===== src/rtl/mem_bus_arbiter.sv =====
// mem_bus_arbiter: two-requester arbiter and access sequencer for the
// shared memory port; every output comes straight from a flop.
module mem_bus_arbiter #(
    parameter int ADDR_W      = 16,
    parameter int DATA_W      = 8,
    parameter int MEM_LATENCY = 0,
    parameter int ARB_MODE    = 0
) (
    input  logic              clk_in,
    input  logic              reset_n,
    input  logic              req0,
    input  logic              we0,
    input  logic [ADDR_W-1:0] addr0,
    input  logic [DATA_W-1:0] wdata0,
    input  logic              req1,
    input  logic              we1,
    input  logic [ADDR_W-1:0] addr1,
    input  logic [DATA_W-1:0] wdata1,
    output logic              gnt0,
    output logic              gnt1,
    output logic              done0,
    output logic              done1,
    output logic [DATA_W-1:0] rdata,
    output logic [ADDR_W-1:0] mem_addr,
    output logic [DATA_W-1:0] mem_wdata,
    output logic              mem_en,
    output logic              mem_we,
    input  logic [DATA_W-1:0] mem_rdata,
    output logic              busy
);

    typedef enum logic [1:0] {
        S_IDLE,
        S_ACCESS,
        S_WAIT,
        S_DONE
    } state_t;

    localparam logic [2:0] LAT_LAST =
        (MEM_LATENCY > 0) ? 3'(MEM_LATENCY - 1) : 3'd0;

    state_t            state_q, state_d;
    logic [2:0]        cnt_q, cnt_d;
    logic              last_owner_q, last_owner_d;
    logic              owner_q, owner_d;
    logic              we_q, we_d;
    logic [ADDR_W-1:0] addr_q, addr_d;
    logic [DATA_W-1:0] wdata_q, wdata_d;
    logic [DATA_W-1:0] rdata_q, rdata_d;
    logic [ADDR_W-1:0] mem_addr_q, mem_addr_d;
    logic [DATA_W-1:0] mem_wdata_q, mem_wdata_d;
    logic              mem_en_q, mem_en_d;
    logic              mem_we_q, mem_we_d;
    logic              gnt0_q, gnt0_d;
    logic              gnt1_q, gnt1_d;
    logic              done0_q, done0_d;
    logic              done1_q, done1_d;
    logic              busy_q, busy_d;
    logic              pick1;

    // Requester 1 wins when alone, or on a round-robin tie it did not win last.
    always_comb begin
        pick1 = req1 & (~req0 | ((ARB_MODE == 0) & ~last_owner_q));
    end

    always_comb begin
        state_d      = state_q;
        cnt_d        = cnt_q;
        last_owner_d = last_owner_q;
        owner_d      = owner_q;
        we_d         = we_q;
        addr_d       = addr_q;
        wdata_d      = wdata_q;
        unique case (state_q)
            S_IDLE: begin
                if (req0 | req1) begin
                    owner_d      = pick1;
                    last_owner_d = pick1;
                    we_d         = pick1 ? we1 : we0;
                    addr_d       = pick1 ? addr1 : addr0;
                    wdata_d      = pick1 ? wdata1 : wdata0;
                    state_d      = S_ACCESS;
                end
            end
            S_ACCESS: begin
                cnt_d   = 3'd0;
                state_d = (MEM_LATENCY > 0) ? S_WAIT : S_DONE;
            end
            S_WAIT: begin
                if (cnt_q == LAT_LAST) begin
                    state_d = S_DONE;
                end else begin
                    cnt_d = cnt_q + 3'd1;
                end
            end
            S_DONE: begin
                state_d = S_IDLE;
            end
            default: begin
                state_d = S_IDLE;
            end
        endcase
    end

    // Outputs are registered images of the state being entered.
    always_comb begin
        rdata_d     = rdata_q;
        mem_addr_d  = mem_addr_q;
        mem_wdata_d = mem_wdata_q;
        if ((state_q == S_ACCESS || state_q == S_WAIT) &&
            state_d == S_DONE && !we_q) begin
            rdata_d = mem_rdata;
        end
        if (state_d == S_ACCESS) begin
            mem_addr_d  = addr_d;
            mem_wdata_d = wdata_d;
        end
        mem_en_d = (state_d == S_ACCESS) || (state_d == S_WAIT);
        mem_we_d = (state_d == S_ACCESS) && we_d;
        gnt0_d   = (state_d != S_IDLE) && !owner_d;
        gnt1_d   = (state_d != S_IDLE) && owner_d;
        done0_d  = (state_d == S_DONE) && !owner_d;
        done1_d  = (state_d == S_DONE) && owner_d;
        busy_d   = (state_d != S_IDLE);
    end

    always_ff @(posedge clk_in or negedge reset_n) begin
        if (!reset_n) begin
            state_q      <= S_IDLE;
            cnt_q        <= 3'd0;
            last_owner_q <= 1'b1;
            owner_q      <= 1'b0;
            we_q         <= 1'b0;
            addr_q       <= '0;
            wdata_q      <= '0;
            rdata_q      <= '0;
            mem_addr_q   <= '0;
            mem_wdata_q  <= '0;
            mem_en_q     <= 1'b0;
            mem_we_q     <= 1'b0;
            gnt0_q       <= 1'b0;
            gnt1_q       <= 1'b0;
            done0_q      <= 1'b0;
            done1_q      <= 1'b0;
            busy_q       <= 1'b0;
        end else begin
            state_q      <= state_d;
            cnt_q        <= cnt_d;
            last_owner_q <= last_owner_d;
            owner_q      <= owner_d;
            we_q         <= we_d;
            addr_q       <= addr_d;
            wdata_q      <= wdata_d;
            rdata_q      <= rdata_d;
            mem_addr_q   <= mem_addr_d;
            mem_wdata_q  <= mem_wdata_d;
            mem_en_q     <= mem_en_d;
            mem_we_q     <= mem_we_d;
            gnt0_q       <= gnt0_d;
            gnt1_q       <= gnt1_d;
            done0_q      <= done0_d;
            done1_q      <= done1_d;
            busy_q       <= busy_d;
        end
    end

    assign gnt0      = gnt0_q;
    assign gnt1      = gnt1_q;
    assign done0     = done0_q;
    assign done1     = done1_q;
    assign rdata     = rdata_q;
    assign mem_addr  = mem_addr_q;
    assign mem_wdata = mem_wdata_q;
    assign mem_en    = mem_en_q;
    assign mem_we    = mem_we_q;
    assign busy      = busy_q;

endmodule

===== config.mk =====
export PLATFORM = sky130hd
export DESIGN_NAME = mem_bus_arbiter
export DESIGN_NICKNAME = d
export VERILOG_FILES = /design/src/rtl/mem_bus_arbiter.sv
export SDC_FILE = /design/constraint.sdc
export NUM_CORES = 1
export LEC_CHECK = 0
export BUFFER_PORTS_ARGS = -buffer_cell sky130_fd_sc_hd__buf_2
export CAP_MARGIN = 20
export CORE_AREA = 10 10 113 115
export CTS_BUF_LIST = sky130_fd_sc_hd__clkbuf_8
export DETAILED_ROUTE_END_ITERATION = 10
export DIE_AREA = 0 0 123 125
export SLEW_MARGIN = 0
export SYNTH_ARGS = -nofsm -noshare
export SYNTH_HDL_FRONTEND = slang
export SYNTH_SLANG_ARGS = --single-unit

===== constraint.sdc =====
create_clock -name clk_in -period 4.6 [get_ports clk_in]
set_clock_uncertainty 0.05 [all_clocks]
set_input_delay 0.23 -clock clk_in [delete_from_list [all_inputs] [get_ports clk_in]]
set_output_delay 0.23 -clock clk_in [all_outputs]
set_load 0.03 [all_outputs]

==> results of run 1 <==
==> power by group through the flow <==
| stage | Combinational [mW] | Sequential [mW] | Clock [mW] |
|---|---|---|---|
| floorplan | 0.928 | 1.35 | 0 |
| global placement | 1.57 | 1.06 | 0 |
| detailed placement | 1.62 | 1.07 | 0 |
| CTS | 1.62 | 1.06 | 0.513 |
| global route | 1.77 | 1.09 | 0.549 |
| finish | 1.60 | 1.06 | 0.493 |
==> synthesized netlist by cell type, types with 3 or more instances <==
library cell and instances:
a21oi_1 51, a31oi_1 4, and2_1 3, buf_2 9, buf_4 3, buf_6 4
clkbuf_1 7, dfrtp_1 70, ha_1 9, inv_1 8, mux2_2 8, nand2_1 3
nand2b_1 26, nand3_1 3, nor2_1 28, nor2b_1 4, o21ai_0 5, o22ai_1 24
o32ai_1 4, o32ai_2 17, o32ai_4 3
==> path summary, 6_finish.rpt <==
check | from | to | slack (ps)
setup / recovery | state_q[0]$_DFF_PN0_ | mem_addr[9]$_DFFE_PN0N_ | 1370
hold / removal | mem_rdata[6] | rdata[6]$_DFFE_PN0P_ | 70
setup reg to reg | state_q[0]$_DFF_PN0_ | mem_addr[9]$_DFFE_PN0N_ | 1370
hold reg to reg | cnt_q[2]$_DFFE_PN0P_ | cnt_q[2]$_DFFE_PN0P_ | 450
max in group asynchronous | reset_n | addr_q[11]$_DFF_PN0_ | 3400
min in group asynchronous | reset_n | addr_q[6]$_DFF_PN0_ | 510
==> placed cells by master (no fill, tap or decap), drive strengths merged <==
cell         count
o21ai            5
a22o             1
dfrtp           70
o21a             1
o22ai           24
mux2             8
nand3b           1
nor3             1
nand3            3
a31oi            4
buf            104
and2             3
o31ai            1
nand2b          26
a22oi            1
clkbuf           9
a21oi           51
clkinv           5
a21bo            1
nand2            3
nor2b            4
nor2            28
o32ai           24
bufinv           1
ha               9
dlygate4sd3      1
dfstp            1
clkinvlp         1
inv              8
==> state kept, by name, indices dropped and copies added, names as in the netlist <==
name and flops:
gnt1 1, owner_q 1, addr_q 16, mem_en 1
busy 1, state_q 2, done1 1, last_owner_q 1
gnt0 1, done0 1, we_q 1, mem_addr 16
mem_we 1, rdata 8, mem_wdata 8, wdata_q 8
cnt_q 3
==> worst register-to-register path: cells and delay by family, from the launching register on <==
kind	cells	cell delay [ps]
flip-flops	1	420
buffers and inverters	2	550
adder cells (fa/ha/maj)	2	520
AO/OA/AOI/OAI	3	660
AND/OR/NAND/NOR	1	880
==> layer usage <==
layer | track usage | vias up | part of all wire
met5 | 0 | - | 0
met4 | 0.03701 | 0 | 0.0059
met3 | 0.04680 | 4 | 0.083
met2 | 0.1954 | 73 | 0.49
met1 | 0.1330 | 1299 | 0.42
li1 | - | 1275 | -
==> per-stage QoR <==
step / util / cells / cell area [um2] / setup WS (ps)
finish: 0.3941 / 539 / 4179 / 1372
global route: 0.3941 / 539 / 4179 / 1074
CTS: 0.3941 / 539 / 4179 / 1367
detailed placement: 0.3746 / 522 / 3971 / 1390
global placement: 0.3746 / 522 / 3971 / 1556
floorplan: - / 303 / 3410 / 2389
==> cell type report <==
cell class	count	area, um2	area share
flip-flops and latches	71	1778	0.4255
well taps	140	175.2	0.04192
repair buffers	105	543.0	0.1299
multi-input cells	199	1455	0.3482
clock buffers	9	123.9	0.02964
clock inverters	7	73.82	0.01766
inverters	8	30.03	0.007186
==> kinds of logic (layout without fill, tap and decap cells) <==
group                      count (synthesis)  in the layout  synth area share
DFF                                       71             71            0.5215
AOI/OAI and AO/OA                        113            113            0.2613
adders and majority gates                  9              9           0.03303
buffers and inverters                     33            129           0.05504
muxes                                      8              8           0.02642
and+or+nand+nor                           69             69            0.1028
==> flow_summary.yaml, run 1 <==
timing:
  drv_slew: 0
  fin_crit_sh: 0.7017
  rsz0062_at_grt: "no"
  max_freq_mhz: 309.8
  fin_tns_setup_ps: 0
  fin_crit_ps: 3228
  final-hold-violation-count: 0
  worstMarginPinSlew_ps: 1010
  slew_headroom: 0.3251
  hold_ws_ps: 68.22
  finalSetupViolations: 0
clocking:
  clk_pin_slew_ps: 80
  postCtsSetupRepairBufs: 0
  clockRootBuffer: "clkbuf_8"
  cts.sinks: 71
  cts_buffer_depth: 2
  postCtsHoldBufs: 1
  insertion_delay_ps: 330
  h-tree-depth: 3
  ctsResizeCount: 0
  cts_tree: "yes"
  cts_inserted_buffers: 9
setup_path:
  crit_chain: "inv_1, ha_1, o21ai_0, a22oi_1, ha_2, buf_4, and2_1, a21oi_1"
  required_ps: 4730
  crit_path_start_kind: "register"
  crit_buf_inv: 2
  r2r_cells: 8
  end_kind: "register"
  cp_slowest_stage_delay_ps: 860
  cp.arrival_ps: 3360
  critPathKind: "reg2reg"
  path_depth: 8
  critPathTopFamily: "simple AND/OR/NAND/NOR gates"
  critPathMaxFanout: 50
  crit_slowest_cell: "and2_1"
floorplan:
  dieArea_um2: 15380
  rows: 38
  design.portCount: 101
  initial_core_util: 0.3216
  die_w_um: 123
  core_um2: 10600
  die_h_um: 125
power_and_ir_drop:
  switchingPower_mw: 1.419
  netSwitchingFraction: 0.4505
  peakVddDrop_v: 0.0003005
  p_int_mw: 1.730
  share_seq_of_total_power: 0.336
  power_frac_comb: 0.507
  power_mw: 3.149
  powerDensity_nw_per_um2: 753.6
  p_leak_nw: 1.760
  power.share.clock: 0.157
routing:
  drc: 0
  viasPerCell: 4.918
  ant_nets: 0
  num_vias: 2651
  wl_per_cell_um: 16.63
  drtPass1Iterations: 4
  wl_um: 8964
  drt-initial-drc-count: 182
yosys:
  yosys.area.top_type: "dfrtp_1"
  yosys_warnings: 0
  synth_ff_type: "dfrtp_1"
  synth.yosys.seq_area_share: 0.5215
  synth_fp_nets: 374
  ys_top_cells_by_area: "dfrtp_1 51%, o32ai_2 8.1%, a21oi_1 7.5%, nand2b_1 4.8%, o22ai_1 4.4%"
  synthArstFlopShare: 1.000
  synth-edff-count: 0
  synth.top_cell.area_share: 0.5138
  syn-cell-area_um2: 3410
  synth_cell_types: 31
  syn_area_per_cell_um2: 11.25
  netlist_instances: 303
  synth-seq-cells: 71
grt:
  grt_pass1_vias: 2882
  track_usage: 0.1169
  antenna_found_initial: 1
  grt-ovfl-total: 0
  grt_max_degree: 72
  grt_pass1_wl_um: 14430
placed_design:
  port_buffers: 100
  dp_hpwl_um: 6210
  place_congestion: 0.7311
layout:
  drive_above_1_share: 0.3810
  syn2layout_area_growth_pct: 22.57
  antenna_cells: 0
  nNetsFinal: 465
  fillers: 1052
min_path:
  hold-path-cell-count: 2
  hold_class: "in2reg"
status:
  status: "finished clean"
run:
  cap_violations: 0
Note: power is estimated with default switching activity, not from simulation.
==> run 2, diff against run 1 <==
- clock period: 4.6 -> 3.29 ns (I/O delays scaled with it)
==> run 2 against run 1 <==
  * Non-clock buffer count grew 10
  * Largest cell class unchanged
  * Global-route usage grew 0.45 points
  * Worst setup slack lost 580 ps
  * Utilization grew 1.3 points
  * Maximum frequency grew 29%
  * Die area is the same
  * Final cell count grew 1.9%
  * Routed wire length grew 2.8%
  * Critical path type unchanged
  * Cell area grew 3.4%
  * Flip-flop and latch count is the same
==> flow_summary.yaml, run 2 (synthesis results as in run 1) <==
setup_path:
  cp.arrival_ps: 2660
  required_ps: 3460
  critPathMaxFanout: 14
  end_kind: "register"
  crit_slowest_cell: "and2_1"
  crit_path_start_kind: "register"
  crit_buf_inv: 2
  critPathTopFamily: "compound AO/OA/AOI/OAI gates"
  crit_chain: "inv_1, ha_1, o21ai_0, a22oi_1, ha_2, and2_1, buf_12, a21oi_1"
  cp_slowest_stage_delay_ps: 480
  critPathKind: "reg2reg"
placed_design:
  port_buffers: 100
  dp_hpwl_um: 6314
  place_congestion: 0.7324
  dpl_cell_area_um2: 3999
floorplan:
  dieArea_um2: 15380
  design.portCount: 101
  core_um2: 10600
  die_h_um: 125
  rows: 38
  initial_core_util: 0.3216
  die_w_um: 123
layout:
  fillers: 1023
  final_area_um2: 4319
  syn2layout_area_growth_pct: 26.68
  drive_above_1_share: 0.3765
  most-common-layout-cells: "99 x buf_2, 70 x dfrtp_1, 51 x a21oi_1, 28 x nor2_1, 26 x nand2b_1"
  antenna_cells: 0
  final_common_cell: "buf_2"
  nNetsFinal: 475
  final_util: 0.4074
routing:
  wl_um: 9216
  drtPass1Iterations: 4
  ant_nets: 0
  viasPerCell: 4.894
  num_vias: 2687
  wl_per_cell_um: 16.79
  drt-initial-drc-count: 236
  drc: 0
timing:
  fin_crit_sh: 0.7590
  slew_headroom: 0.3293
  fin_tns_setup_ps: 0
  worstMarginPinSlew_ps: 1004
  final-hold-violation-count: 0
  hold_ws_ps: 23.42
  fin_crit_ps: 2497
  rsz0062_at_grt: "no"
  drv_slew: 0
  finalSetupViolations: 0
  max_freq_mhz: 400.5
power_and_ir_drop:
  peakVddDrop_v: 0.0004821
  power_mw: 4.558
  p_leak_nw: 1.817
  powerDensity_nw_per_um2: 1055
grt:
  track_usage: 0.1214
  grt_max_degree: 72
  grt_pass1_wl_um: 14920
  antenna_found_initial: 1
  grt-ovfl-total: 0
  grt_pass1_vias: 2930
clocking:
  postCtsHoldBufs: 9
  cts.sinks: 71
  clk_pin_slew_ps: 80
  cts_tree: "yes"
  h-tree-depth: 3
  cts_buffer_depth: 2
  postCtsSetupRepairBufs: 0
  ctsResizeCount: 0
  cts_inserted_buffers: 9
  clockRootBuffer: "clkbuf_8"
  insertion_delay_ps: 350
min_path:
  hold_class: "in2reg"
run:
  cap_violations: 0
status:
  status: "finished clean"
run 2: changes by cell type in the layout (fill, tap and decap cells not counted):
cell           previous run  this run
buf_12                    0         1
bufinv_16                 1         2
clkinv_2                  2         0
clkinvlp_4                1         2
clkinv_4                  3         1
clkbuf_8                  9        10
inv_6                     0         1
buf_4                     5         6
dlygate4sd3_1             1         9
run 2: through the flow:
stage / instances / setup slack [ps]
detailed placement: 524 / 800.9
global route: 549 / 401.3
global placement: 524 / 911.0
floorplan: 303 / 1079
CTS: 549 / 799.6
finish: 549 / 792.9
run 2: final timing paths:
check / from / endpoint / slack (ps) / cells after the start
setup reg to reg: state_q[0]$_DFF_PN0_ / mem_wdata[7]$_DFFE_PN0N_ / 790 / 8
min in group asynchronous: reset_n / addr_q[6]$_DFF_PN0_ / 450 / 2
hold / removal: req0 / last_owner_q$_DFFE_PN1P_ / 20 / 2
hold reg to reg: rdata[7]$_DFFE_PN0P_ / rdata[7]$_DFFE_PN0P_ / 450 / 1
max in group asynchronous: reset_n / owner_q$_DFF_PN0_ / 2160 / 2
setup / recovery: state_q[0]$_DFF_PN0_ / mem_wdata[7]$_DFFE_PN0N_ / 790 / 8
run 2: metal layers:
metal  GRT usage  part of all wire  wire length (um)  vias up
met5           0            0.0014                13        -
met2      0.2008              0.49              4549       68
met1      0.1413              0.42              3887     1309
met3     0.05266             0.075               691       10
li1            -                 -                 -     1298
met4     0.02879            0.0080                74        2
run 2: layout make-up:
type                       count  area, um2  share of cell area
sequential                    71       1778              0.4116
multi-input combinational    199       1455              0.3369
timing repair buffer         115      650.6              0.1506
tap                          140      175.2             0.04056
clock buffer                  10      137.6             0.03187
clock inverter                 6      92.59             0.02144
inverter                       8      30.03            0.006952
run 2: where the power goes:
part | switching [mW] | internal (mW) | total (mW) | leakage, nW
logic | 1.47 | 0.814 | 2.29 | 0.917
registers | 0.189 | 1.29 | 1.48 | 0.792
clock network | 0.342 | 0.451 | 0.793 | 0.109
